==> config.mk <==
export PLATFORM = sky130hd
export DESIGN_NAME = shifter_stage
export DESIGN_NICKNAME = d
export VERILOG_FILES = /design/src/rtl/shifter_stage_pkg.sv /design/src/rtl/shifter_stage_shifter.sv /design/src/rtl/shifter_stage.sv
export SDC_FILE = /design/constraint.sdc
export NUM_CORES = 1
export LEC_CHECK = 0
export CORE_ASPECT_RATIO = 1.75
export CORE_UTILIZATION = 50
export CTS_CLUSTER_SIZE = 10
export DETAILED_ROUTE_END_ITERATION = 10
export GPL_TIMING_DRIVEN = 1
export PLACE_DENSITY = 0.89
export SLEW_MARGIN = 20
export SYNTH_ARGS = -nofsm -noshare
export SYNTH_HDL_FRONTEND = slang
export SYNTH_SLANG_ARGS = --single-unit
==> constraint.sdc <==
create_clock -name clk -period 3.5 [get_ports clk]
set_input_delay 0.875 -clock clk [delete_from_list [all_inputs] [get_ports clk]]
set_output_delay 0.875 -clock clk [all_outputs]
set_load 0.005 [all_outputs]
==> src/rtl/shifter_stage_pkg.sv <==
// Shared datapath definitions for the shifter stage.
//   NBITS      : datapath width
//   SHIFT_BYTE : shift distance of the byte-left shift
//   shift_op_t : microinstruction shift operation encoding
//   occ_state_t: output buffer occupancy (doubles as the buffer state)
package shifter_stage_pkg;

  localparam int unsigned NBITS      = 32;
  localparam int unsigned SHIFT_BYTE = 8;

  typedef enum logic [1:0] {
    SH_NONE = 2'd0,
    SH_SLL8 = 2'd1,
    SH_SRA1 = 2'd2,
    SH_SRL1 = 2'd3
  } shift_op_t;

  // Encoding equals the number of buffered entries.
  typedef enum logic [1:0] {
    StEmpty = 2'd0,
    StOne   = 2'd1,
    StFull  = 2'd2
  } occ_state_t;

endpackage

==> src/rtl/shifter_stage_shifter.sv <==
// Combinational shifter applied to the ALU result.
//   a  : operand
//   op : shift operation (shift_op_t)
//   y  : shifted result
module shifter
  import shifter_stage_pkg::*;
#(
  parameter int unsigned NBITS = shifter_stage_pkg::NBITS
) (
  input  logic [NBITS-1:0] a,
  input  shift_op_t        op,
  output logic [NBITS-1:0] y
);

  always_comb begin
    y = a;
    unique case (op)
      SH_NONE: y = a;
      SH_SLL8: y = {a[NBITS-SHIFT_BYTE-1:0], {SHIFT_BYTE{1'b0}}};
      SH_SRA1: y = {a[NBITS-1], a[NBITS-1:1]};
      SH_SRL1: y = {1'b0, a[NBITS-1:1]};
      default: y = a;
    endcase
  end

endmodule

==> src/rtl/shifter_stage.sv <==
// Registered shift-and-flags stage between the ALU and C-bus writeback.
// Shifts the ALU result, derives N/Z/C from the unshifted result and holds
// the outcome in a 2-entry FIFO with a valid/ready handshake on both sides.
//   clk, rst             : clock, synchronous active-high reset
//   in_valid / in_ready  : upstream handshake (push on in_valid & in_ready)
//   alu_y, alu_c_out     : ALU result and carry
//   sh_op                : shift operation
//   out_valid / out_ready: downstream handshake (pop on out_valid & out_ready)
//   out_y, out_n/z/c     : head entry result and flags
module shifter_stage
  import shifter_stage_pkg::*;
#(
  parameter int unsigned NBITS = shifter_stage_pkg::NBITS,
  parameter int unsigned DEPTH = 2  // only 2 is supported
) (
  input  logic             clk,
  input  logic             rst,
  input  logic             in_valid,
  output logic             in_ready,
  input  logic [NBITS-1:0] alu_y,
  input  logic             alu_c_out,
  input  shift_op_t        sh_op,
  output logic             out_valid,
  input  logic             out_ready,
  output logic [NBITS-1:0] out_y,
  output logic             out_n,
  output logic             out_z,
  output logic             out_c
);

  typedef struct packed {
    logic [NBITS-1:0] y;
    logic             n;
    logic             z;
    logic             c;
  } entry_t;

  entry_t     mem_q [DEPTH];
  occ_state_t count_q, count_d;
  logic       wr_ptr_q, rd_ptr_q;
  logic       push, pop;
  logic [NBITS-1:0] sh_y;
  entry_t     in_entry, head;

  shifter #(
    .NBITS(NBITS)
  ) u_shifter (
    .a (alu_y),
    .op(sh_op),
    .y (sh_y)
  );

  // Flags come from the unshifted ALU result.
  assign in_entry = '{y: sh_y, n: alu_y[NBITS-1], z: (alu_y == '0), c: alu_c_out};

  // Both handshake outputs depend on registered occupancy only.
  assign in_ready  = (count_q != StFull);
  assign out_valid = (count_q != StEmpty);
  assign push      = in_valid & in_ready;
  assign pop       = out_valid & out_ready;

  always_comb begin
    count_d = count_q;
    unique case (count_q)
      StEmpty: if (push) count_d = StOne;
      StOne: begin
        if (push && !pop)      count_d = StFull;
        else if (pop && !push) count_d = StEmpty;
      end
      StFull:  if (pop) count_d = StOne;
      default: count_d = StEmpty;
    endcase
  end

  always_ff @(posedge clk) begin
    if (rst) begin
      count_q  <= StEmpty;
      wr_ptr_q <= 1'b0;
      rd_ptr_q <= 1'b0;
      for (int i = 0; i < DEPTH; i++) begin
        mem_q[i] <= '0;
      end
    end else begin
      count_q <= count_d;
      if (push) begin
        mem_q[wr_ptr_q] <= in_entry;
        wr_ptr_q        <= ~wr_ptr_q;
      end
      if (pop) begin
        rd_ptr_q <= ~rd_ptr_q;
      end
    end
  end

  // Head shows the read-pointer slot even when empty (zero after reset).
  assign head  = mem_q[rd_ptr_q];
  assign out_y = head.y;
  assign out_n = head.n;
  assign out_z = head.z;
  assign out_c = head.c;

endmodule

==> results.json, run 1 <==
{
  "status": "complete, no violations",
  "grt_pass1_wl_um": 13800,
  "r2r_end": "mem_q[0][1]",
  "hpwl_um": 5800,
  "wl_per_cell_um": 19.4,
  "htreeDepth": 3,
  "fmax_ghz": 0.351,
  "path_clk_slew_ps": 50,
  "synth_top_area_share_pct": 54.8,
  "gr-total-overflow": 0,
  "post-cts-setup-buffers": 0,
  "crit_chain": "buf_4, mux2_2, clkdlybuf4s50_1",
  "reg2reg_depth": 3,
  "crit_type": "flip-flop to primary output",
  "synthesis.area_mm2": 0.00383,
  "post-route-min-period_ps": 2850,
  "synthTopCellsByCount": "70 x edfxtp_1, 67 x nor2_1, 58 x mux2_2",
  "synthArstFlopShare_pct": 0,
  "final_max_slew_viol_count": 0,
  "vias_per_cell": 5.74,
  "gp_congestion": 0.832,
  "ys.warnings.count": 0,
  "dieArea_mm2": 0.00804,
  "path_depth": 3,
  "synthFlopType": "edfxtp_1",
  "maxCapViolations": 0,
  "ys_seq_elements": 75,
  "cp_top_family": "buffers and inverters",
  "drive_gt1_share_pct": 23.5,
  "crit_arrival_ps": 1970,
  "finish.utilization_pct": 66.5,
  "hp-start": "rd_ptr_q",
  "setup_tns_ps": 0,
  "drc": 0,
  "die_h_um": 118,
  "critPathBufInv": 2,
  "required_ps": 2620,
  "syn_inst": 290,
  "finalHoldViolCount": 0,
  "finalClockSkew_ps": 2.57,
  "clockBufferDepth": 2,
  "synth-edff-count": 70,
  "powerDensity_mw_per_mm2": 464,
  "initial_core_util_pct": 52.3,
  "slew_headroom_pct": 51.1,
  "drt_wl_total_um": 8890,
  "grt_max_degree": 36,
  "antenna_found_initial": 0,
  "worst_pin_slew_ps": 731,
  "track_usage_pct": 24.3,
  "timing.final.crit_share_pct": 81.4,
  "power.leakage_nw": 1.84,
  "synth_most_common_cell": "edfxtp_1",
  "cpPeakStageDelay_ps": 450,
  "hold_path.class": "flip-flop to flip-flop",
  "io_buffers": 75,
  "rsz0062_at_grt": "no",
  "cts_sinks": 75,
  "synth_top_cell_by_area": "edfxtp_1",
  "floorplan.io_pins": 76,
  "vias": 2623,
  "syn_to_final_growth_pct": 27.2,
  "die_w_um": 68.2,
  "dp_slack_ps": 769,
  "syn-num-nets": 329,
  "clockRootBuffer": "clkbuf_16",
  "avgSynthCellArea_um2": 13.2,
  "nets": 405,
  "cts_tree": "done",
  "dr.pass1.iters": 4,
  "grt_pass1_vias": 2600,
  "setup_viol": 0,
  "reg2reg_from": "count_q[0]",
  "cts-buffers-inserted": 9,
  "synth_cell_types": 29,
  "hold_buffers": 0,
  "end_kind": "primary output",
  "n_antenna_cell": 0,
  "ir_worst_vdd_mv": 0.340,
  "startpoint_type": "flip-flop",
  "crit_slowest_cell": "clkdlybuf4s50_1",
  "num_rows": 41,
  "critPathCapture": "out_z",
  "ys_seq_area_share_pct": 57.4,
  "setup_slack_ps": 652,
  "reg2reg_slack_ps": 1690,
  "coreArea_mm2": 0.00734,
  "clk_latency_ps": 340,
  "ctsResizeCount": 0,
  "ant_nets": 0,
  "dr.first_iter.drc_count": 190,
  "synthTopCellsByArea": "edfxtp_1 55%, mux2_2 17%, nor2_1 6.6%",
  "path_max_fanout": 35
}
==> sequential cells by signal, indices dropped and copies added, names as in the netlist, named ones only <==
name      flops
rd_ptr_q      1
wr_ptr_q      1
mem_q        70
count_q       2
==> layer usage <==
layer	vias to the layer above	routed length [µm]	global-route usage (%)	share of wire (%)
li1	1218	-	-	-
met1	1293	3240	29.2	36
met2	94	4870	39.1	55
met3	18	489	4.94	5.5
met4	0	282	13.0	3.2
met5	-	0	0	0
==> cells by family after synthesis <==
kind of cell    share of synthesized area (%)
buf+inv                                  3.98
mux                                      23.3
xor+xnor                                0.229
compound gates                           2.87
simple gates                             12.2
flops                                    57.4
==> report_power, final <==
part / internal (mW) / switching [mW]
Combinational: 0.223 / 0.176
Sequential: 1.05 / 0.0169
Clock: 0.468 / 0.328
==> layout by cell type, fill, tap and decap left out, drive strengths merged, types with 2 or more instances in the layout <==
| cell type | count |
|---|---|
| clkdlybuf4s50 | 75 |
| nor2 | 72 |
| edfxtp | 70 |
| mux2 | 58 |
| mux2i | 24 |
| clkbuf | 11 |
| buf | 10 |
| a22oi | 8 |
| nor4 | 8 |
| dfxtp | 5 |
| clkinv | 5 |
| nand2b | 3 |
| nand3b | 3 |
| inv | 2 |
| nand4 | 2 |
| nor3 | 2 |
| a21oi | 2 |
==> how the worst min path moves through the flow <==
stage                           end  slack, ps  depth (start not counted)
after detailed placement  flip-flop        490                          2
after global placement    flip-flop        490                          2
after CTS                 flip-flop        510                          2
after global routing      flip-flop        540                          2
after floorplan           flip-flop        470                          2
final                     flip-flop        500                          2
==> worst reg2reg max path, delay by kind of cell (launching register included) <==
family        cells  cell delay (ps)
flops             1              390
simple gates      3             1250
==> area by class of cell <==
cell class	instances	area, µm²
clock inverters	5	20.0
flip-flops and latches	75	2200
repair buffers	85	826
fillers	550	2460
clock buffers	11	233
well taps	86	108
multi-input cells	193	1480
inverters	2	7.51
==> stage by stage <==
stage | instance area [µm²] | cells | hold WS, ps | power [mW]
final | 4870 | 457 | 502 | 2.26
after global routing | 4870 | 457 | 541 | 2.34
after CTS | 4870 | 457 | 506 | 2.28
after detailed placement | 4620 | 441 | 492 | 1.48
after global placement | 4620 | 441 | 486 | 1.47
after floorplan | 3830 | 290 | 472 | 1.28
Note: power is estimated with default switching activity, not from simulation.
==> run 2: changes to the inputs <==
==> constraint.sdc (replaced) <==
create_clock -name clk -period 2.76 [get_ports clk]
set_input_delay 0.69 -clock clk [delete_from_list [all_inputs] [get_ports clk]]
set_output_delay 0.69 -clock clk [all_outputs]
set_load 0.005 [all_outputs]
==> run 2 against run 1 <==
Total power rose by 37%. Global-route usage fell by 2.0 points. Combinational power increased by 28%. Clock skew up 0.88 ps. Routed wire length decreased by 8.5%. Clock power grew 56%. Via count fell by 2.3%. Largest cell class unchanged. Largest power group unchanged.
==> results.json, run 2 (same netlist as run 1, synthesis figures left out) <==
{
  "dp_slack_ps": 363,
  "syn_to_final_growth_pct": 29.9,
  "htreeDepth": 3,
  "mostFrequentLayoutCells": "75 x clkdlybuf4s50_1, 70 x edfxtp_1, 67 x nor2_1",
  "fmax_ghz": 0.406,
  "required_ps": 2070,
  "drc": 0,
  "hpwl_um": 5660,
  "fill_cells": 514,
  "gp_congestion": 0.803,
  "dp.cells": 438,
  "crit_slowest_cell": "clkdlybuf4s50_1",
  "instances_no_fill": 454,
  "post-cts-setup-buffers": 0,
  "worst_pin_slew_ps": 395,
  "initial_core_util_pct": 52.3,
  "final_common_cell": "clkdlybuf4s50_1",
  "hold_buffers": 0,
  "grt_pass1_vias": 2626,
  "coreArea_mm2": 0.00734,
  "cts_tree": "done",
  "multiInputGateArea_mm2": 0.00148,
  "maxCapViolations": 0,
  "clk_latency_ps": 340,
  "drt_wl_total_um": 8130,
  "whs_ps": 512,
  "cpPeakStageDelay_ps": 450,
  "setup_slack_ps": 296,
  "dr.first_iter.drc_count": 303,
  "met1_usage_pct": 26.2,
  "vias_per_cell": 5.65,
  "grt_max_degree": 36,
  "ir_worst_vdd_mv": 0.328,
  "grt.met2_usage_pct": 36.2,
  "seqCellArea_mm2": 0.00220,
  "io_buffers": 75,
  "nets": 402,
  "num_rows": 41,
  "top_regs": "mem_q: 70 flops, count_q: 2 flops",
  "path_max_fanout": 35,
  "powerDensity_mw_per_mm2": 622,
  "cts-buffers-inserted": 9,
  "antenna_found_initial": 0,
  "finalClockSkew_ps": 3.45,
  "timing.final.crit_share_pct": 89.3,
  "final_max_slew_viol_count": 0,
  "drive_gt1_share_pct": 24.5,
  "ctsResizeCount": 0,
  "grt_pass1_wl_um": 12800,
  "total_power_mw": 3.10,
  "rsz0062_at_grt": "no",
  "clockRootBuffer": "clkbuf_16",
  "top_register": "mem_q",
  "crit_type": "flip-flop to primary output",
  "top_usage_layer": "met2",
  "wl_per_cell_um": 17.9,
  "critPathBufInv": 2,
  "clockBufferDepth": 2,
  "cts_sinks": 75,
  "status": "complete, no violations",
  "post-route-min-period_ps": 2460,
  "n_antenna_cell": 0,
  "dr.pass1.iters": 4,
  "path_clk_slew_ps": 60,
  "grt_use_met3_pct": 5.23,
  "crit_chain": "buf_12, mux2_2, clkdlybuf4s50_1",
  "power.leakage_nw": 1.88,
  "largest_reg_flops": 70,
  "setup_viol": 0,
  "floorplan.io_pins": 76,
  "startpoint_type": "flip-flop",
  "setup_tns_ps": 0,
  "cp_top_family": "buffers and inverters",
  "dieArea_mm2": 0.00804,
  "slew_headroom_pct": 73.4,
  "finalHoldViolCount": 0,
  "gr-total-overflow": 0,
  "ant_nets": 0,
  "track_usage_pct": 22.3,
  "hold_path.class": "flip-flop to flip-flop",
  "crit_arrival_ps": 1770,
  "end_kind": "primary output",
  "die_w_um": 68.2,
  "vias": 2563,
  "die_h_um": 118
}
[run 2: cell types whose count changed in the layout (fill, tap and decap cells not counted)]
| cell | delta |
|---|---|
| buf_12 | +5 |
| clkinv_1 | -4 |
| clkinvlp_4 | +3 |
| bufinv_16 | +2 |
| buf_4 | -8 |
| clkinv_2 | +1 |
| clkbuf_1 | -2 |
[run 2: worst reg2reg max path, cell delays in order (launching register included)]
cell,delay (ps)
dfxtp_1,390
nand2b_1,360
nand4bb_4,370
buf_4,340
nor2_1,150
[run 2: final cells by class]
type / instances / area share (%)
clock buffers: 9 / 4.52
clock inverters: 7 / 1.86
inverters: 2 / 0.151
multi-input cells: 193 / 29.7
flip-flops and latches: 75 / 44.2
well taps: 86 / 2.16
repair buffers: 82 / 17.4
[run 2: metrics by stage]
stage | util, % | cell area (µm²)
after floorplan | - | 3830
after detailed placement | 63.6 | 4660
after global placement | 63.6 | 4660
final | 67.9 | 4980
after CTS | 67.9 | 4980
after global routing | 67.9 | 4980
[run 2: final timing paths]
path	from	endpoint	slack (ps)	depth (start not counted)
worst max register to register	count_q[0]	mem_q[0][20]	1010	4
worst min-delay path	rd_ptr_q	flip-flop	510	2
worst max-delay path	flip-flop	out_y[20]	300	3
worst min register to register	rd_ptr_q	flip-flop	510	2
[run 2: where the power goes]
| group | internal [mW] | switching, mW | total, mW |
|---|---|---|---|
| combinational | 0.293 | 0.217 | 0.510 |
| sequential | 1.33 | 0.0223 | 1.35 |
| clock | 0.787 | 0.448 | 1.24 |
| total | 2.41 | 0.688 | 3.10 |
[run 2: per-layer routing]
layer | share of wire [%] | wire length, µm | vias up
li1 | - | - | 1215
met1 | 39 | 3160 | 1237
met2 | 53 | 4300 | 93
met3 | 5.2 | 421 | 18
met4 | 3.1 | 253 | 0
met5 | 0 | 0 | -
==> run 3: changes to the inputs <==
--- a/config.mk
+++ b/config.mk
@@ -5,7 +5,9 @@
 export SDC_FILE = /design/constraint.sdc
 export NUM_CORES = 1
 export LEC_CHECK = 0
+export CAP_MARGIN = 20
 export CORE_ASPECT_RATIO = 1.75
+export CORE_MARGIN = 10
 export CORE_UTILIZATION = 50
 export CTS_CLUSTER_SIZE = 10
 export DETAILED_ROUTE_END_ITERATION = 10
==> run 3 against run 2 <==
Cell area is 1.4% lower. Count of clock-buffer cells in the layout is 3 higher. Worst setup slack better by 8.1 ps. Sequential power hardly changed. Largest cell class unchanged. Critical path type unchanged. Fmax is 0.33% higher. Sequential share of layout area is 0.64 points higher.
==> results.json, run 3 (same netlist as run 1, synthesis figures left out) <==
{
  "finish.utilization_pct": 65.3,
  "power.leakage_nw": 1.85,
  "grt_pass1_wl_um": 13900,
  "hpwl_um": 6370,
  "critPathBufInv": 2,
  "instances_no_fill": 458,
  "floorplan.io_pins": 76,
  "gr-total-overflow": 0,
  "setup_viol": 0,
  "path_clk_slew_ps": 50,
  "cp_top_family": "buffers and inverters",
  "drc": 0,
  "nets": 404,
  "seqPwrFrac_pct": 47.2,
  "clkPwrFrac_pct": 35.0,
  "cts_tree": "done",
  "ctsResizeCount": 0,
  "power.switching_uw": 643,
  "cts_sinks": 75,
  "powerDensity_mw_per_mm2": 583,
  "final_common_cell": "clkdlybuf4s50_1",
  "crit_slowest_cell": "clkdlybuf4s50_1",
  "crit_arrival_ps": 1770,
  "grt_pass1_vias": 2795,
  "n_antenna_cell": 0,
  "dr.pass1.iters": 4,
  "coreArea_mm2": 0.00751,
  "required_ps": 2070,
  "p_int_mw": 2.22,
  "setup_tns_ps": 0,
  "worst_pin_slew_ps": 449,
  "status": "complete, no violations",
  "end_kind": "primary output",
  "largest_reg_flops": 70,
  "finalClockSkew_ps": 5.47,
  "switching_share_pct": 22.5,
  "maxCapViolations": 0,
  "io_buffers": 75,
  "antenna_found_initial": 0,
  "num_rows": 42,
  "dr.first_iter.drc_count": 210,
  "hold_buffers": 0,
  "hold_path.class": "flip-flop to flip-flop",
  "timing.final.crit_share_pct": 89.0,
  "gp_congestion": 0.826,
  "drt_wl_total_um": 8780,
  "crit_chain": "buf_12, mux2_2, clkdlybuf4s50_1",
  "die_w_um": 86.2,
  "clockBufferDepth": 2,
  "total_power_mw": 2.86,
  "crit_type": "flip-flop to primary output",
  "cts-buffers-inserted": 9,
  "vias": 2551,
  "htreeDepth": 3,
  "cpPeakStageDelay_ps": 460,
  "top_register": "mem_q",
  "clk_latency_ps": 330,
  "ir_worst_vdd_mv": 0.434,
  "post-cts-setup-buffers": 0,
  "wl_per_cell_um": 19.2,
  "mostFrequentLayoutCells": "75 x clkdlybuf4s50_1, 70 x edfxtp_1, 67 x nor2_1",
  "drive_gt1_share_pct": 23.5,
  "path_max_fanout": 35,
  "initial_core_util_pct": 51.0,
  "combPwrFrac_pct": 17.8,
  "die_h_um": 136,
  "track_usage_pct": 15.5,
  "top_regs": "mem_q: 70 flops, count_q: 2 flops",
  "dp.cells": 442,
  "finalHoldViolCount": 0,
  "grt_max_degree": 36,
  "rsz0062_at_grt": "no",
  "syn_to_final_growth_pct": 28.0,
  "fmax_ghz": 0.407,
  "startpoint_type": "flip-flop",
  "dieArea_mm2": 0.0117,
  "final_max_slew_viol_count": 0,
  "slew_headroom_pct": 70.0,
  "clockRootBuffer": "clkbuf_16",
  "ant_nets": 0,
  "post-route-min-period_ps": 2460,
  "vias_per_cell": 5.57
}
run 3: path summary, 6_finish.rpt:
| check | endpoint | cells past startpoint | start | slack, ps |
|---|---|---|---|---|
| max reg2reg | mem_q[0][6] | 4 | count_q[0] | 990 |
| min | flip-flop | 2 | rd_ptr_q | 520 |
| max | out_y[22] | 3 | flip-flop | 300 |
| min reg2reg | flip-flop | 2 | rd_ptr_q | 520 |
run 3: final cells by class:
cell class	instances	area, µm²
clock buffers	12	236
clock inverters	4	17.5
fillers	566	2610
inverters	2	7.51
multi-input cells	193	1480
flip-flops and latches	75	2200
well taps	88	110
repair buffers	84	856
run 3: metal layers:
metal | part of all wire [%] | track usage, % | vias to the layer above
li1 | - | - | 1227
met1 | 35 | 14.9 | 1227
met2 | 54 | 26.6 | 74
met3 | 7.5 | 5.81 | 23
met4 | 3.3 | 10.1 | 0
met5 | 0 | 0 | -
run 3: metrics by stage:
step                hold slack, ps  cell area, µm²  setup WS [ps]
floorplan                      472            3830            471
global placement               481            4650            375
detailed placement             507            4650            314
CTS                            525            4910            277
global route                   529            4910            240
finish                         517            4910            304
run 3: worst reg2reg max path, delay by kind of cell, from the launching register on:
family | cells | cell delay (ps)
simple gates | 3 | 910
flops | 1 | 380
buf+inv | 1 | 350
run 3: power groups by stage:
stage               clock [mW]  combinational, mW  sequential [mW]
floorplan                    0              0.260             1.37
global placement             0              0.506             1.37
CTS                       1.02              0.516             1.35
detailed placement           0              0.511             1.37
global route              1.08              0.548             1.36
finish                    1.00              0.510             1.35
